$ cat src/rtl/spine_out_arbiter_pkg.sv
// Shared router definitions: requester indices, flit fields,
// and the output arbiter state encoding.
package router_defs;

  localparam int NREQ      = 5;
  localparam int DWIDTH    = 16;
  localparam int CREDITS   = 4;

  localparam int PORT_GPU  = 0;
  localparam int PORT_SP12 = 1;
  localparam int PORT_SP22 = 2;
  localparam int PORT_SP32 = 3;
  localparam int PORT_SP42 = 4;

  localparam int DEST_MSB  = DWIDTH - 1;
  localparam int DEST_LSB  = DWIDTH - 6;

  typedef enum logic {
    ARB_IDLE   = 1'b0,
    ARB_LOCKED = 1'b1
  } arb_state_e;

endpackage

$ cat src/rtl/spine_out_arbiter_rr_pick.sv
// Combinational round-robin pick: first set request at or
// after ptr_i, wrapping NREQ-1 -> 0 for any NREQ.
module rr_pick #(
  parameter int NREQ = 5,
  parameter int PW   = (NREQ > 1) ? $clog2(NREQ) : 1
) (
  input  logic [NREQ-1:0] req_i,
  input  logic [PW-1:0]   ptr_i,
  output logic [NREQ-1:0] onehot_o,
  output logic [PW-1:0]   idx_o,
  output logic            any_o
);

  int c;

  always_comb begin
    onehot_o = '0;
    idx_o    = '0;
    any_o    = 1'b0;
    c        = 0;
    for (int k = 0; k < NREQ; k++) begin
      c = (int'(ptr_i) + k) % NREQ;
      if (!any_o && req_i[c]) begin
        any_o       = 1'b1;
        idx_o       = PW'(c);
        onehot_o[c] = 1'b1;
      end
    end
  end

endmodule

$ cat src/rtl/spine_out_arbiter.sv
// Packet-level round-robin output arbiter with downstream
// credit flow control; grant is held until the packet tail.
module spine_out_arbiter #(
  parameter int NREQ    = router_defs::NREQ,
  parameter int DWIDTH  = router_defs::DWIDTH,
  parameter int CREDITS = router_defs::CREDITS
) (
  input  logic                         clk,
  input  logic                         reset,
  input  logic                         arb_enable,
  input  logic [NREQ-1:0]              req_valid,
  input  logic [NREQ-1:0]              req_last,
  input  logic [NREQ*DWIDTH-1:0]       req_data,
  output logic [NREQ-1:0]              req_ready,
  input  logic                         credit_return,
  output logic [DWIDTH-1:0]            out_data,
  output logic                         out_valid,
  output logic [NREQ-1:0]              grant,
  output logic                         busy,
  output logic [$clog2(CREDITS+1)-1:0] credit_count,
  output logic                         err_credit_ovf
);

  import router_defs::*;

  localparam int PW = (NREQ > 1) ? $clog2(NREQ) : 1;
  localparam int CW = $clog2(CREDITS + 1);

  arb_state_e        state_q, state_d;
  logic [NREQ-1:0]   grant_q, grant_d;
  logic [PW-1:0]     owner_q, owner_d;
  logic [PW-1:0]     ptr_q, ptr_d;
  logic [CW-1:0]     cred_q, cred_d;
  logic [DWIDTH-1:0] data_q, data_d;
  logic              ovld_q, ovld_d;
  logic              err_q, err_d;

  logic [NREQ-1:0]   pick_oh;
  logic [PW-1:0]     pick_idx;
  logic              pick_any;
  logic              has_cred;
  logic              xfer;

  rr_pick #(.NREQ(NREQ), .PW(PW)) u_pick (
    .req_i    (req_valid),
    .ptr_i    (ptr_q),
    .onehot_o (pick_oh),
    .idx_o    (pick_idx),
    .any_o    (pick_any)
  );

  assign has_cred = (cred_q != '0);
  assign xfer     = (state_q == ARB_LOCKED)
                 && req_valid[owner_q] && has_cred;

  always_comb begin
    state_d   = state_q;
    grant_d   = grant_q;
    owner_d   = owner_q;
    ptr_d     = ptr_q;
    cred_d    = cred_q;
    data_d    = data_q;
    ovld_d    = 1'b0;
    err_d     = err_q;
    req_ready = '0;

    unique case (state_q)
      ARB_IDLE: begin
        if (arb_enable && pick_any && has_cred) begin
          state_d = ARB_LOCKED;
          grant_d = pick_oh;
          owner_d = pick_idx;
        end
      end
      ARB_LOCKED: begin
        if (xfer) begin
          req_ready[owner_q] = 1'b1;
          data_d = req_data[int'(owner_q)*DWIDTH +: DWIDTH];
          ovld_d = 1'b1;
          if (req_last[owner_q]) begin
            state_d = ARB_IDLE;
            grant_d = '0;
            ptr_d   = (owner_q == PW'(NREQ - 1))
                    ? '0 : owner_q + PW'(1);
          end
        end
      end
      default: state_d = ARB_IDLE;
    endcase

    // Return and transfer in the same cycle cancel out.
    unique case ({credit_return, xfer})
      2'b10: begin
        if (cred_q == CW'(CREDITS)) err_d = 1'b1;
        else cred_d = cred_q + CW'(1);
      end
      2'b01:   cred_d = cred_q - CW'(1);
      default: cred_d = cred_q;
    endcase
  end

  always_ff @(posedge clk) begin
    if (reset) begin
      state_q <= ARB_IDLE;
      grant_q <= '0;
      owner_q <= '0;
      ptr_q   <= '0;
      cred_q  <= CW'(CREDITS);
      data_q  <= '0;
      ovld_q  <= 1'b0;
      err_q   <= 1'b0;
    end else begin
      state_q <= state_d;
      grant_q <= grant_d;
      owner_q <= owner_d;
      ptr_q   <= ptr_d;
      cred_q  <= cred_d;
      data_q  <= data_d;
      ovld_q  <= ovld_d;
      err_q   <= err_d;
    end
  end

  assign grant          = grant_q;
  assign busy           = (state_q == ARB_LOCKED);
  assign credit_count   = cred_q;
  assign out_data       = data_q;
  assign out_valid      = ovld_q;
  assign err_credit_ovf = err_q;

endmodule

$ cat config.mk
export PLATFORM = sky130hd
export DESIGN_NAME = spine_out_arbiter
export DESIGN_NICKNAME = d
export VERILOG_FILES = /design/src/rtl/spine_out_arbiter_pkg.sv /design/src/rtl/spine_out_arbiter_rr_pick.sv /design/src/rtl/spine_out_arbiter.sv
export SDC_FILE = /design/constraint.sdc
export NUM_CORES = 1
export LEC_CHECK = 0
export BUFFER_PORTS_ARGS = -buffer_cell sky130_fd_sc_hd__buf_2
export CORE_UTILIZATION = 48
export CTS_BUF_LIST = sky130_fd_sc_hd__clkbuf_16
export DETAILED_ROUTE_END_ITERATION = 6
export GPL_TIMING_DRIVEN = 1
export PLACE_DENSITY = 0.78
export SYNTH_ARGS = -nofsm -noshare
export SYNTH_HDL_FRONTEND = slang
export SYNTH_SLANG_ARGS = --single-unit
$ cat constraint.sdc
create_clock -name clk -period 4.99 [get_ports clk]
set_input_delay 0.2495 -clock clk [delete_from_list [all_inputs] [get_ports clk]]
set_output_delay 0.2495 -clock clk [all_outputs]
set_load 0.05 [all_outputs]
## Word-level counts from Yosys, hierarchy flattened

Cells that the tools add are included.

| storage, ports and cells | value |
|---|---|
| register bits after elaboration | 33 |
| bits in latches | 0 |
| bits in writable memories | 0 |
| bits in read-only memories | 0 |
| logic and storage cells | 133 |
| memories | 0 |

| operators by class | value |
|---|---|
| $add $sub $neg | 7 |
| multiply operators | 0 |
| divide/modulo/power cells | 5 |
| $lt $le $gt $ge | 12 |
| equality and inequality tests | 8 |
| shift-type cells | 1 |
| mux-type cells | 60 |
| bitwise gates (word level) | 5 |
| reductions and logical operators | 27 |

Operators with widths:

| kind | count |
|---|---|
| greater-or-equal comparator 32 x 1 -> 1 bit (second input constant) | 5 |
| < comparator 32 x 5 -> 1 bit (second input constant) | 5 |
| modulo 32 x 4 -> 32 bit (second input constant) | 4 |
| variable part select 80 x 8 -> 16 bit | 1 |
| 2-to-1 mux 5 bit | 10 |
| modulo 4 x 4 -> 32 bit (second input constant) | 1 |
| 2-to-1 mux 1 bit | 27 |
| binary-select mux 1 bit (select 3 bit) | 7 |
| 2-to-1 mux 3 bit | 7 |
| OR 5 bit | 4 |
| demux 1 bit (select 3 bit) | 6 |
| logical AND 1 bit | 14 |
| case mux 5 bit (2 select lines) | 1 |
| adder 3 x 2 -> 4 bit (second input constant) | 2 |
| AND reduction 2 bit | 4 |
| adder 3 x 1 -> 3 bit (second input constant) | 2 |
| equality test 3 bit (second input constant) | 2 |
| case mux 3 bit (2 select lines) | 1 |
| AND reduction 3 bit | 2 |
| adder 3 x 1 -> 4 bit (second input constant) | 1 |
| adder 3 x 3 -> 4 bit (second input constant) | 1 |
| zero test 1 bit | 4 |
| < comparator 3 x 4 -> 1 bit (second input constant) | 1 |
| inequality test 2 x 1 -> 1 bit (second input constant) | 2 |
| other kinds (10) | 11 |

## Logic depth before layout (Yosys ltp)

| depth | value |
|---|---|
| depth in word-level cells | 21 |
| mapped depth | 21 |
| gate-level depth less buffers | 18 |

## By module

A second synthesis with hierarchy kept.

| unflattened totals | value |
|---|---|
| cells, all modules | 571 |
| area total of the unflattened synthesis | 4404.2 um^2 |

Modules (own cells, without submodules):

| module | times used | cells an instance | area an instance (um^2) |
|---|---|---|---|
| rr_pick | 1 | 334 | 2283.4 |
| spine_out_arbiter | 1 | 237 | 2120.8 |

## Worst setup path before layout

Ideal clock, no wire load.

| timing path | value |
|---|---|
| kind | reg2reg |
| start point | reg ptr_q[0] |
| end point | reg grant_q[3], in the netlist grant[3] |
| arrival time | 4.980 ns |
| required time | 4.904 ns |
| path slack | -0.077 ns |
| cell stages (with the launch flop) | 21 |
| path buffers | 2 |
| period minus slack after synthesis | 5.067 ns |
| cell sequence | dfxtp_1 > clkbuf_8 > clkinv_1 > buf_6 > ha_1 > inv_1 > ha_1 > inv_1 > ha_1 > inv_1 > ha_1 > or2b_2 > a21oi_1 > nor3_1 > or4_4 > mux2_4 > a222oi_1 > nand3_1 > o2111ai_2 > a31oi_1 > a221oi_2 |

| between the ends | value |
|---|---|
| word-level cells in the longest chain between the ends | 21 |
| elaborated cells between the ends (all ways) | 77 |
| classes of those cells | add/sub (4); div (5); order compare (10); eq/ne (1); mux (37); bitwise (4); reduce/logical (16) |

RTL lines:

| element | line | text |
|---|---|---|
| start, declared | spine_out_arbiter.sv:32 | `logic [PW-1:0] ptr_q, ptr_d;` |
| start signal, assigned | spine_out_arbiter.sv:116 | `ptr_q <= ptr_d;` |
| parallel branches: the longest is 21 deep, another holds modulo 32 x 4 -> 32 bit | n/a |  |
| end signal, assigned | spine_out_arbiter.sv:114 | `grant_q <= grant_d;` |
| end, declared | spine_out_arbiter.sv:30 | `logic [NREQ-1:0] grant_q, grant_d;` |

Several ways; the timed one is not identified. The select of a mux whose other input is x is not followed.
A chain may end at the register's enable or synchronous reset.

## Worst setup path after layout

| timing path | value |
|---|---|
| start point | reg ptr_q[1] |
| end point | reg grant_q[4], in the netlist grant[4] |

Same word-level chain as after synthesis.

==> reports/metrics.sh <==
WORSTSETUPPATHDEPTH=20
PLACED_CELLS_INCL_TAPS=770
CLOCK_TREE.BUFFER_DEPTH=2
NUMCTSBUFFERS=5
CP_NUM_BUF_INV=6
CELLS_ALONG_THE_CRITICAL_PATH='inv_1 > ha_1 > inv_1 > ha_1 > inv_1 > ha_1 > inv_1 > ha_1 > or2b_2 > a21oi_1 > nor3_1 > or4_4 > mux2_4 > a222oi_1 > buf_4 > nand3_1 > o2111ai_4 > buf_12 > a2111oi_0 > a211oi_1'
POSTCTSRESIZEDCELLS=0
FINAL_REPORT_HOLD_VIOLATION_COUNT=0
SETUP.WORST_PATH.CLASS='flip-flop to flip-flop'
CELL_TYPES_WITH_THE_LARGEST_AREA_SHARE_AFTER_SYNTHESIS='dfxtp_1, ha_1, mux2i_1'
OUTCOME='complete, no violations'
SYNTH.LIB_CELLS_USED.DISTINCT=84
PRE_CTS_WS_NS=0.2065
REMAINING_DRC_ERRORS=0
YS.WARNINGS.COUNT=0
TIMING.CRITICAL_PATH.REQUIRED_NS=5.18
CP-START-KIND='flip-flop'
MAX_FREQ_MHz=214.8
YS_DOMINANT_REG_CELL='dfxtp_1'
MAXSLEWVIOLCOUNT=0
WORST_SLEW_MARGIN_REL=0.2433
AVGSYNTHCELLAREA_UM2=7.689
WORST_SLEW_PIN_SLEW_NS=1.121
GRT_OVERFLOW_TOTAL=0
POST_CTS.REPAIR.SETUP_BUFFERS=0
CRIT_ARRIVAL_NS=4.85
FIRST_GLOBAL_VIAS=4466
ROUTE.DETAILED.VIAS_PER_INST=6.452
TIMING.CLOCK.SKEW_NS=0.004459
SYNTH.NET_COUNT=678
GLOBAL_ROUTE_TOTAL_USAGE_ACROSS_EVERY_LAYER=0.2899
WORST_SETUP_PATH_END_KIND='flip-flop'
DRT-WIRELENGTH-PER-CELL_UM=17.83
ROOT_BUFFER='clkbuf_16'
R2R.WORST_PATH.CELLS=20
SETUP_SLACK_NS=0.3349
CTS.CLK_SLEW.WORST_PATHS_NS=0.06
DIE_X_UM=96.46
MAX-VDD-IR-DROP_uV=254.0
YOSYS_REGISTER_BITS=33
FIRST_PASS_GRT_WIRE_LENGTH_MM=21.18
SYNTH_ENABLE_FLOP_CELLS=0
GLOBALPLACE.CONGESTION=0.9162
SETUP-TNS-FINAL_NS=0
SEQUENTIAL_CELL_AREA_UM2=661.9
NETLIST.TOP_CELL.BY_AREA='dfxtp_1'
ROUTED_WIRELENGTH_MM=14.00
SYN_TO_FINAL_GROWTH_PCT=21.71
FLOORPLAN.DIE_AREA_UM2=9305
FINAL_LAYOUT_SIZE_SUFFIX_GT1_FRAC=0.2999
POWER.STATIC_LEAKAGE_nW=2.205
FINAL-INSTANCE-COUNT-EXCL-FILL=785
HOLD_FIX_BUFFERS_AT_CTS=0
IO_PINS=126
CTS.HTREE.LEVELS=2
CRIT_PATH_MAX_INCR_DELAY_NS=0.53
CRITPATHLAUNCH='ptr_q[1]'
NETLIST.AREA_LEADER.SHARE=0.1543
VIA_COUNT=5065
DIE_HEIGHT_UM=96.46
FLOORPLAN.CORE_AREA_UM2=8678
HPWLAFTERDP_MM=10.45
WORST_HOLD_PATH_TYPE='input port to flip-flop'
GRT_MAX_DEGREE=37
ROW_COUNT=34
FILLERINSTANCES=766
FLOORPLAN.INITIALDENSITY=0.4935
SYNTHESIS.AREA_UM2=4283
WORST_SETUP_PATH_ENDPOINT='grant[4]'
MAXCAPVIOLATIONS=0
SYNTHCELLS=557
CTS_NUM_SINKS=33
POWER.DENSITY_CELL_AREA_nW_PER_UM2=498.4
FINALNETCOUNT=797
DETAIL-ROUTE-ANTENNA-NETS=0
WORST_R2R_STARTPOINT='ptr_q[1]'
CRITICAL_PATH.MAX_FANOUT=9
SYNTH_SEQUENTIAL_AREA_RATIO=0.1543
PORTBUFFERS=125
MULTI_INPUT_GATE_AREA_UM2=3307
PERIOD_SHARE=0.9329
CLOCK_LATENCY_NS=0.28
PATH_DELAY_FAMILY='compound AO/OA/AOI/OAI gates'
PRE_REPAIR_DR_ITERATION_COUNT=5
FINALHOLDWORSTSLACK_NS=0.2594
RR_ENDPOINT='grant[4]'
DRTITER0DRC=485
YS_ASYNC_SR_FRACTION=0
FINALSETUPVIOLATIONS=0
RSZ_0062_RAISED_AFTER_GLOBAL_ROUTING='false'
SLOWEST_STAGE='or4_4'
INITIAL_ANTENNA_VIOLATION_COUNT=0
DIODES=0
CTS_TREE='built'
TIMING.REG2REG.SETUP_SLACK_NS=0.33
TIMING.FINAL.CRIT_PERIOD_NS=4.655
==> kinds of logic (layout without fill, tap and decap cells) <==
group                      count (synthesis)  after routing  synth area share
AOI/OAI and AO/OA                        190            190            0.3249
xor gates and xnor gates                  11             11           0.02249
adders and majority gates                 27             27           0.08063
buffers and inverters                     70            190           0.07771
DFF                                       33             33            0.1542
muxes                                     40             40            0.1230
and+or+nand+nor                          186            186            0.2171
==> per-layer routing <==
| layer | up-vias | routed length [µm] | share of wire | GRT usage |
|---|---|---|---|---|
| met2 | 269 | 6876 | 0.49 | 0.4918 |
| met1 | 2415 | 5710 | 0.41 | 0.3668 |
| li1 | 2343 | - | - | - |
| met4 | 0 | 353 | 0.025 | 0.1115 |
| met5 | - | 0 | 0 | 0 |
| met3 | 38 | 1056 | 0.075 | 0.04617 |
==> worst min-delay path by stage <==
stage                              from        endpoint  slack (ns)  cells past startpoint
after floorplan           credit_return  err_credit_ovf        0.41                      2
after global placement      out_data[8]     out_data[8]        0.44                      2
after detailed placement   out_data[13]    out_data[13]        0.45                      2
after CTS                 credit_return  err_credit_ovf        0.26                      3
after global routing      credit_return  err_credit_ovf        0.27                      3
final                     credit_return  err_credit_ovf        0.26                      3
==> placed cells by master, fill, tap and decap left out, types with 6 or more instances in the layout <==
cell      netlist  routed
buf_2           0     125
nor2_1         64      64
nand2_1        40      40
o21ai_0        37      37
a21oi_1        35      35
inv_1          32      32
dfxtp_1        33      32
mux2i_1        26      26
ha_1           26      26
a211oi_1       21      21
buf_4           1      21
nor3_1         16      16
a221oi_1       13      13
o221ai_1       10      10
xnor2_1        10      10
nand3_1        10      10
nor4_1          9       9
mux4_2          9       9
a31oi_1         8       8
nand2b_1        6       6
==> Yosys cell counts (all sizes together), types with 17 or more instances <==
cell     n
ha      26
mux2i   26
a221oi  17
nor2    64
nor3    17
dfxtp   33
clkbuf  24
inv     33
a21oi   36
a211oi  22
o21ai   37
nand2   40
==> sequential cells by signal, indices dropped and copies added, names as in the netlist <==
| register | cells |
|---|---|
| grant | 5 |
| owner_q | 3 |
| busy | 1 |
| out_data | 16 |
| err_credit_ovf | 1 |
| out_valid | 1 |
| credit_count | 3 |
| ptr_q | 3 |
==> report_power, final <==
| group | internal, mW | switching [mW] |
|---|---|---|
| clock | 0.236 | 0.127 |
| combinational | 0.658 | 1.15 |
| sequential | 0.338 | 0.0871 |
| total | 1.23 | 1.37 |
==> worst min-delay path, stage by stage <==
cell and delay [ns]:
buf_2 0.12, a31oi_1 0.08, nor2_1 0.07
==> area by class of cell <==
cell class | count | share of cell area
flip-flops and latches | 33 | 0.1270
inverters | 35 | 0.02568
multi-input cells | 454 | 0.6344
clock buffers | 5 | 0.02400
repair buffers | 147 | 0.1541
well taps | 108 | 0.02592
clock inverters | 3 | 0.008881
==> per-stage QoR <==
stage	utilization	total power, mW	instance area, µm²
finish	0.6006	2.598	5213
detailed placement	0.5734	2.140	4976
CTS	0.5931	2.518	5147
global placement	0.5734	2.102	4976
global route	0.6006	2.751	5213
floorplan	-	1.753	4295
(Power assumes the default switching activity.)
